$ cat config.mk
export PLATFORM = sky130hd
export DESIGN_NAME = fc_outneuron_writeback
export DESIGN_NICKNAME = d
export VERILOG_FILES = /design/src/rtl/fc_outneuron_writeback_pkg.sv /design/src/rtl/fc_bias_relu_sat.sv /design/src/rtl/fc_outneuron_writeback.sv
export SDC_FILE = /design/constraint.sdc
export NUM_CORES = 1
export LEC_CHECK = 0
export CORE_MARGIN = 10
export CORE_UTILIZATION = 57
export CTS_BUF_LIST = sky130_fd_sc_hd__clkbuf_8
export DETAILED_ROUTE_END_ITERATION = 6
export GPL_ROUTABILITY_DRIVEN = 0
export PLACE_DENSITY = 0.79
export SLEW_MARGIN = 20
export SYNTH_ARGS = -nofsm -noshare
export SYNTH_HDL_FRONTEND = slang
export SYNTH_SLANG_ARGS = --single-unit
$ cat constraint.sdc
create_clock -name clock -period 3.9 [get_ports clock]
set_input_delay 0.78 -clock clock [delete_from_list [all_inputs] [get_ports clock]]
set_output_delay 0.78 -clock clock [all_outputs]
set_load 0.1 [all_outputs]
$ cat src/rtl/fc_outneuron_writeback_pkg.sv
// Shared FC layer constants and FSM encodings for the out-neuron writeback stage.
// Layer-geometry values are the defaults of the writeback top parameters.
package fc_outneuron_writeback_pkg;

  localparam int OUTNEURON               = 10;
  localparam int INNEURON                = 84;
  localparam int PO                      = 1;
  localparam int DATA_WIDTH_FC           = 16;
  localparam int ACCUM_DATA_WIDTH_FC     = 32;
  localparam int FC_OUTNEURON_ADDR_WIDTH = 4;
  localparam int FC_FRAC_SHIFT           = 8;
  localparam int FC_RELU_EN              = 1;

  localparam logic [2:0] ST_IDLE  = 3'd0;
  localparam logic [2:0] ST_ARMED = 3'd1;
  localparam logic [2:0] ST_RUN   = 3'd2;
  localparam logic [2:0] ST_DRAIN = 3'd3;
  localparam logic [2:0] ST_DONE  = 3'd4;

endpackage

$ cat src/rtl/fc_bias_relu_sat.sv
// Per-lane combinational arithmetic: bias add, and from the registered sum,
// arithmetic rescale, optional ReLU and saturation to the neuron word width.
module fc_bias_relu_sat #(
  parameter int ACCW  = 32,
  parameter int DW    = 16,
  parameter int FRAC  = 8,
  parameter int RELU  = 1
) (
  input  logic [ACCW-1:0]      acc,
  input  logic [DW-1:0]        bias,
  input  logic signed [ACCW:0] sum_q,
  output logic signed [ACCW:0] sum,
  output logic [DW-1:0]        res
);

  localparam logic signed [ACCW:0] SAT_MAX = {{(ACCW+2-DW){1'b0}}, {(DW-1){1'b1}}};
  localparam logic signed [ACCW:0] SAT_MIN = {{(ACCW+2-DW){1'b1}}, {(DW-1){1'b0}}};

  logic signed [ACCW:0] acc_x, bias_x, shifted;

  // Bias is stored in the output number format, so it is aligned to the
  // accumulator's fraction point before the add.
  always_comb begin
    acc_x  = {acc[ACCW-1], acc};
    bias_x = {{(ACCW+1-DW){bias[DW-1]}}, bias} << FRAC;
    sum    = acc_x + bias_x;
  end

  always_comb begin
    shifted = sum_q >>> FRAC;
    if (RELU != 0 && shifted[ACCW])
      res = '0;
    else if (shifted > SAT_MAX)
      res = {1'b0, {(DW-1){1'b1}}};
    else if (shifted < SAT_MIN)
      res = {1'b1, {(DW-1){1'b0}}};
    else
      res = shifted[DW-1:0];
  end

endmodule

$ cat src/rtl/fc_outneuron_writeback.sv
// FC out-neuron writeback: captures finished PO sums, adds bias, rescales,
// ReLU/saturates and writes sequential out-neuron RAM words; flags layer done.
module fc_outneuron_writeback
  import fc_outneuron_writeback_pkg::*;
#(
  parameter int OUTNEURON               = fc_outneuron_writeback_pkg::OUTNEURON,
  parameter int PO                      = fc_outneuron_writeback_pkg::PO,
  parameter int DATA_WIDTH_FC           = fc_outneuron_writeback_pkg::DATA_WIDTH_FC,
  parameter int ACCUM_DATA_WIDTH_FC     = fc_outneuron_writeback_pkg::ACCUM_DATA_WIDTH_FC,
  parameter int FRAC_SHIFT              = FC_FRAC_SHIFT,
  parameter int RELU_EN                 = FC_RELU_EN,
  parameter int FC_OUTNEURON_ADDR_WIDTH = fc_outneuron_writeback_pkg::FC_OUTNEURON_ADDR_WIDTH
) (
  input  logic                                 clock,
  input  logic                                 reset,
  input  logic                                 enable,
  input  logic                                 accum_sload,
  input  logic [ACCUM_DATA_WIDTH_FC*PO-1:0]    accum_result_all,
  output logic                                 bias_rden,
  output logic [FC_OUTNEURON_ADDR_WIDTH-1:0]   bias_addr,
  input  logic [DATA_WIDTH_FC*PO-1:0]          bias_q_all,
  output logic                                 out_neuron_wren,
  output logic [FC_OUTNEURON_ADDR_WIDTH-1:0]   out_neuron_addr,
  output logic [DATA_WIDTH_FC*PO-1:0]          out_neuron_data_all,
  output logic                                 busy,
  output logic                                 done
);

  localparam int ACCW   = ACCUM_DATA_WIDTH_FC;
  localparam int DW     = DATA_WIDTH_FC;
  localparam int AW     = FC_OUTNEURON_ADDR_WIDTH;
  localparam int STAGES = 3;
  localparam logic [AW-1:0] LAST_IDX = AW'(OUTNEURON/PO - 1);

  logic [2:0]              state;
  logic [AW-1:0]           idx;
  logic [STAGES:0]         vld_pipe;
  logic [PO-1:0][ACCW-1:0] acc_s0;
  logic [PO-1:0][ACCW:0]   sum_s1, sum_c;
  logic [PO-1:0][DW-1:0]   res_s2, res_c, data_q;
  logic [AW-1:0]           addr_s1, addr_s2;
  logic                    capture;

  assign capture             = (state == ST_RUN) && enable && accum_sload;
  assign busy                = |vld_pipe[STAGES-1:0];
  assign done                = (state == ST_DONE);
  assign bias_rden           = vld_pipe[0];
  assign out_neuron_wren     = vld_pipe[STAGES];
  assign out_neuron_data_all = data_q;

  for (genvar p = 0; p < PO; p++) begin : g_lane
    fc_bias_relu_sat #(
      .ACCW (ACCW),
      .DW   (DW),
      .FRAC (FRAC_SHIFT),
      .RELU (RELU_EN)
    ) u_lane (
      .acc   (acc_s0[p]),
      .bias  (bias_q_all[p*DW +: DW]),
      .sum_q (sum_s1[p]),
      .sum   (sum_c[p]),
      .res   (res_c[p])
    );
  end

  always_ff @(posedge clock or posedge reset) begin
    if (reset) begin
      state <= ST_IDLE;
      idx   <= '0;
    end else begin
      case (state)
        ST_IDLE:  if (enable) state <= ST_ARMED;
        // First reload marks the start of neuron 0; there is no sum behind it yet.
        ST_ARMED: if (enable && accum_sload) state <= ST_RUN;
        ST_RUN: if (capture) begin
          if (idx == LAST_IDX) state <= ST_DRAIN;
          else                 idx   <= idx + 1'b1;
        end
        ST_DRAIN: if (!busy) state <= ST_DONE;
        ST_DONE:  state <= ST_DONE;
        default:  state <= ST_IDLE;
      endcase
    end
  end

  always_ff @(posedge clock or posedge reset) begin
    if (reset) begin
      vld_pipe        <= '0;
      acc_s0          <= '0;
      sum_s1          <= '0;
      res_s2          <= '0;
      data_q          <= '0;
      bias_addr       <= '0;
      addr_s1         <= '0;
      addr_s2         <= '0;
      out_neuron_addr <= '0;
    end else begin
      vld_pipe <= {vld_pipe[STAGES-1:0], capture};
      if (capture) begin
        acc_s0    <= accum_result_all;
        bias_addr <= idx;
      end
      if (vld_pipe[0]) begin
        sum_s1  <= sum_c;
        addr_s1 <= bias_addr;
      end
      if (vld_pipe[1]) begin
        res_s2  <= res_c;
        addr_s2 <= addr_s1;
      end
      if (vld_pipe[2]) begin
        data_q          <= res_s2;
        out_neuron_addr <= addr_s2;
      end
    end
  end

endmodule
# Yosys cells after proc, flatten, opt, wreduce, memory -nomap -nowiden
# Cells that the tools add are included.
# totals
reg_bits	124
latch_bits	0
ramBits	0
mem_bits_ro	0
in_bits	52
out_inout_bits	28
word_cells	42
memories	0
# classes
addsub	2
multipliers	0
n_div	0
order_cmp	2
eq_ne	10
n_shift	0
muxes	9
bitwise	1
n_reduce_logical	7
# ops
operator	n
16-bit 2-to-1 mux	3
32-bit by 24-bit adder with 33-bit output	1
25-bit by 16-bit > comparator with 1-bit output (second input constant)	1
25-bit by 16-bit less-than comparator with 1-bit output (second input constant)	1
3-bit 2-to-1 mux	5
3-bit case mux with 5 select lines	1
2-bit != test (second input constant)	4
3-bit by 2-bit equality test with 1-bit output (second input constant)	2
5-bit AND reduction	1
4-bit by 1-bit adder with 4-bit output (second input constant)	1
4-bit equality test (second input constant)	1
3-bit by 1-bit equality test with 1-bit output (second input constant)	1
3-bit equality test (second input constant)	1
1-bit logical AND	3
3-bit zero test	1
3-bit AND reduction	1
3-bit OR reduction	1
2-bit by 1-bit != test with 1-bit output (second input constant)	1
1-bit NOT	1

# Logic depth before layout (Yosys ltp)
# logic_depth
ltp_word	5
mapped_depth	8
depth_no_buf	8

# Modules after synthesis
# From an unflattened synthesis, not the netlist that was laid out.
# hier_totals
cells_unflattened	505
hier_area_um2	6293.5
# modules_own_cells
module	n_inst	cells_each	area_per_inst_um2	seq_area_each_um2
fc_outneuron_writeback	1	279	4812.1	3103.0
fc_bias_relu_sat	1	226	1481.4	0.0

# Worst setup path before layout
# Ideal clock, no wire load.
# synth_timing
kind	flip-flop to output port
start	register state[1]
end	output done
t_arrival_ns	2.692
t_required_ns	3.120
slack_ns	0.428
stages_incl_launch_ff	2
path_buffers	0
path_cell_list	dfrtp_1 -> nor3b_1
# synth_between
elab_chain_len	1
# synth_lines
element	line	rtl
start: declaration	fc_outneuron_writeback.sv:35	logic [2:0] state;
start signal: assignment	fc_outneuron_writeback.sv:68	state <= ST_IDLE;
start signal: assignment	fc_outneuron_writeback.sv:72	ST_IDLE: if (enable) state <= ST_ARMED;
start signal: assignment	fc_outneuron_writeback.sv:74	ST_ARMED: if (enable && accum_sload) state <= ST_RUN;
3-bit equality test	fc_outneuron_writeback.sv:46	assign done = (state == ST_DONE);
end: declaration	fc_outneuron_writeback.sv:26	output logic done
# No other way between the ends.

# Worst setup path after layout
# layout_timing
start	input bias_q_all[0]
end	register sum_s1[20] (netlist name)
# layout_between
elab_chain_len	1
# layout_lines
element	line	rtl
start: declaration	fc_outneuron_writeback.sv:21	input logic [DATA_WIDTH_FC*PO-1:0] bias_q_all,
32-bit by 24-bit adder with 33-bit output	fc_bias_relu_sat.sv:26	sum = acc_x + bias_x;
end signal: assignment	fc_outneuron_writeback.sv:104	sum_s1 <= sum_c;
end: declaration	fc_outneuron_writeback.sv:39	logic [PO-1:0][ACCW:0] sum_s1, sum_c;
# No other way between the ends.
# A chain may end at the register's enable or synchronous reset.

==> flow_metrics.py <==
metrics = {
    "sta": {
        "slew_headroom_pct": 34.1,
        "fin_ws_ns": 0.712,
        "finalCritPeriodShare_pct": 81.7,
        "skew_ns": 0.0164,
        "slew_violations": 0,
        "tns_ns": 0,
        "rsz0062_at_grt": "false",
        "worst_pin_slew_ns": 0.985,
        "setup_violations": 0,
        "clock.fmax_mhz": 314,
        "min_period_ns": 3.19,
        "hold_viol": 0,
    },
    "yosys": {
        "synth.most_common_cell": "dfrtp_1",
        "synth_top_family_by_area": "multiplexers",
        "synth_nets": 562,
        "yosysTopAreaCell": "dfrtp_1",
        "yosys.cell_types.count": 48,
        "avgSynthCellArea_um2": 11.4,
        "synth-compound-area-share_pct": 10.9,
        "async_reset_ff_share_pct": 100,
        "ys_warn_count": 0,
        "muxShareOfSynthArea_pct": 18.0,
        "ys.flop_type": "dfrtp_1",
        "synthAdderAreaFrac_pct": 6.28,
        "yosys.area_share.simple_pct": 10.5,
        "ys_ff_latch": 108,
        "synthXorXnorAreaFrac_pct": 2.87,
        "yosys.area.top_type_share_pct": 49.1,
        "seq_area_frac_synth_pct": 49.1,
        "synth_cells": 483,
        "synth-edff-count": 0,
        "synth_area_leaders": "dfrtp_1 49%, mux2_2 18%, ha_1 5.9%, nor2_1 3.1%, a21oi_1 2.5%",
        "netlist_area_um2": 5500,
        "synth_common_cells": "108 x dfrtp_1, 88 x mux2_2, 46 x nor2_1, 28 x a21oi_1, 26 x ha_1",
    },
    "placement": {
        "place_area_um2": 6330,
        "hpwl_mm": 8.31,
        "place.port_buffers": 71,
        "pre_cts_slack_ns": 0.406,
        "post-place-cells": 667,
    },
    "setup_path": {
        "crit_start": "bias_q_all[0]",
        "cp-start-kind": "input pin",
        "cp.required_ns": 4.16,
        "ff2ff_path_depth": 8,
        "critPathCapture": "sum_s1[20]",
        "r2r_end": "sum_s1[20]",
        "reg2reg_slack_ns": 1.14,
        "cp_max_fo": 5,
        "arrival_ns": 3.44,
        "r2r-start": "acc_s0[8]",
        "cp-end-kind": "register",
        "path_class": "input pin to register",
    },
    "route": {
        "wl_mm": 11.0,
        "firstDrtPassIters": 4,
        "vias_per_cell": 5.64,
        "drtAntennaViolNets": 0,
        "vias": 3854,
        "drcViolationCount": 0,
        "wl_per_cell_um": 16.0,
        "drtIter0Drc": 271,
    },
    "die": {
        "ioPinCount": 80,
        "start_util_pct": 59.0,
        "die_height_um": 118,
        "die_x_um": 118,
        "core_area_um2": 9330,
        "fp.dieArea_um2": 14000,
        "row_count": 35,
    },
    "power": {
        "clock_power_share_pct": 13.3,
        "vdd_drop_max_uv": 373,
        "p_switching_uw": 2380,
        "p_int_uw": 2870,
        "powerDensity_nw_per_um2": 803,
        "pwr-share-comb_pct": 51.1,
        "seqPwrFrac_pct": 35.6,
        "swShare_pct": 45.3,
        "power.leakage_uw": 0.00291,
    },
    "worst_hold_path": {
        "min_path_type": "register to register",
    },
    "finish": {
        "diodes": 0,
        "fin_cells": 683,
        "design_area_um2": 6540,
        "fin_nets": 628,
        "drive_gt1_share_pct": 21.7,
        "synthToLayoutAreaGrowth_pct": 18.9,
    },
    "grt": {
        "grt_start_max_net_pins": 62,
        "grt_pass1_vias": 3958,
        "grt_usage_pct": 15.9,
        "antenna_found_initial": 0,
        "grt_pass1_wl_mm": 19.1,
        "overflow": 0,
    },
    "cts": {
        "cts_tree": "done",
        "cts_sinks": 108,
        "insertion_delay_ns": 0.38,
        "cts_buffer_depth": 2,
        "postCtsHoldBufs": 0,
        "cts_resized": 0,
        "htree_levels": 3,
        "path_clk_slew_ns": 0.12,
        "clk_root_buffer_cell": "clkbuf_8",
        "cts-buffers-inserted": 9,
        "cts_setup_buffers": 0,
    },
    "outcome": {
        "status": "finished clean",
    },
    "job": {
        "maxCapViolCount": 0,
    },
}
## state kept, by name, summed over array words and instances (netlist names), 4 cells and up
signal	count
addr_s2	4
vld_pipe	4
out_neuron_addr	4
idx	4
bias_addr	4
sum_s1	25
out_neuron_data_all	16
res_s2	16
acc_s0	24
addr_s1	4
## cell families (layout without fill, tap and decap cells)
group | Yosys count | after routing
buf+inv | 34 | 105
mux | 88 | 88
compound gates | 88 | 88
fa+ha+maj | 27 | 27
flops | 108 | 108
xor+xnor | 18 | 18
simple gates | 120 | 120
## worst max-delay path: stages
cell             delay (ns)
clkdlybuf4s50_1        0.41
ha_1                   0.25
fa_1                   0.40
a21oi_1                0.27
o211ai_1               0.18
a41oi_1                0.49
o21ai_0                0.21
xor2_1                 0.18
mux2_2                 0.28
## metrics by stage
step | util (%) | total power (uW) | hold WS [ns]
6_report | 70.1 | 5250 | 0.478
5_1_grt | 70.1 | 5610 | 0.504
4_1_cts | 70.1 | 5270 | 0.480
3_5_place_dp | 67.9 | 4570 | 0.472
3_3_place_gp | 67.9 | 4480 | 0.443
2_1_floorplan | - | 3920 | 0.391
## power groups by stage
stage / Sequential, uW / Combinational, uW / Clock [uW]
after global routing: 1940 / 2910 / 759
after floorplan: 2400 / 1530 / 0
final: 1870 / 2690 / 700
after CTS: 1880 / 2680 / 713
after detailed placement: 1900 / 2670 / 0
after global placement: 1870 / 2610 / 0
## per-layer routing
metal | track usage [%] | routed length, um | up-vias
li1 | - | - | 1886
met2 | 25.0 | 5040 | 83
met5 | 0 | 0 | -
met1 | 21.6 | 5260 | 1874
met4 | 3.86 | 121 | 0
met3 | 3.66 | 537 | 11
## worst min-delay path by stage
stage                        to  cells after the start  slack (ns)         from
global placement       state[0]                      1        0.44     state[2]
CTS                    state[0]                      1        0.48     state[2]
detailed placement     state[0]                      1        0.47     state[2]
floorplan           vld_pipe[3]                      0        0.39  vld_pipe[2]
global route           state[0]                      1        0.50     state[2]
finish                 state[1]                      1        0.48     state[2]
## layout make-up
type	instances	area (um2)
repair buffers	77	748
inverters	12	47.5
flip-flops and latches	108	2700
fillers	718	2790
clock inverters	7	83.8
well taps	129	161
multi-input cells	341	2670
clock buffers	9	124
## layout by cell type (no fill, tap or decap), types with 8 or more instances in the layout
cell type / n
a21oi_1: 28
clkdlybuf4s50_1: 68
nand3_1: 9
xnor2_1: 13
a21o_1: 9
dfrtp_1: 108
ha_1: 26
nor3_1: 8
clkbuf_8: 9
mux2_2: 88
buf_4: 9
inv_1: 11
nand2_1: 21
o21ai_0: 11
nor2_1: 46
No activity file was read; power rests on OpenSTA's default activity.
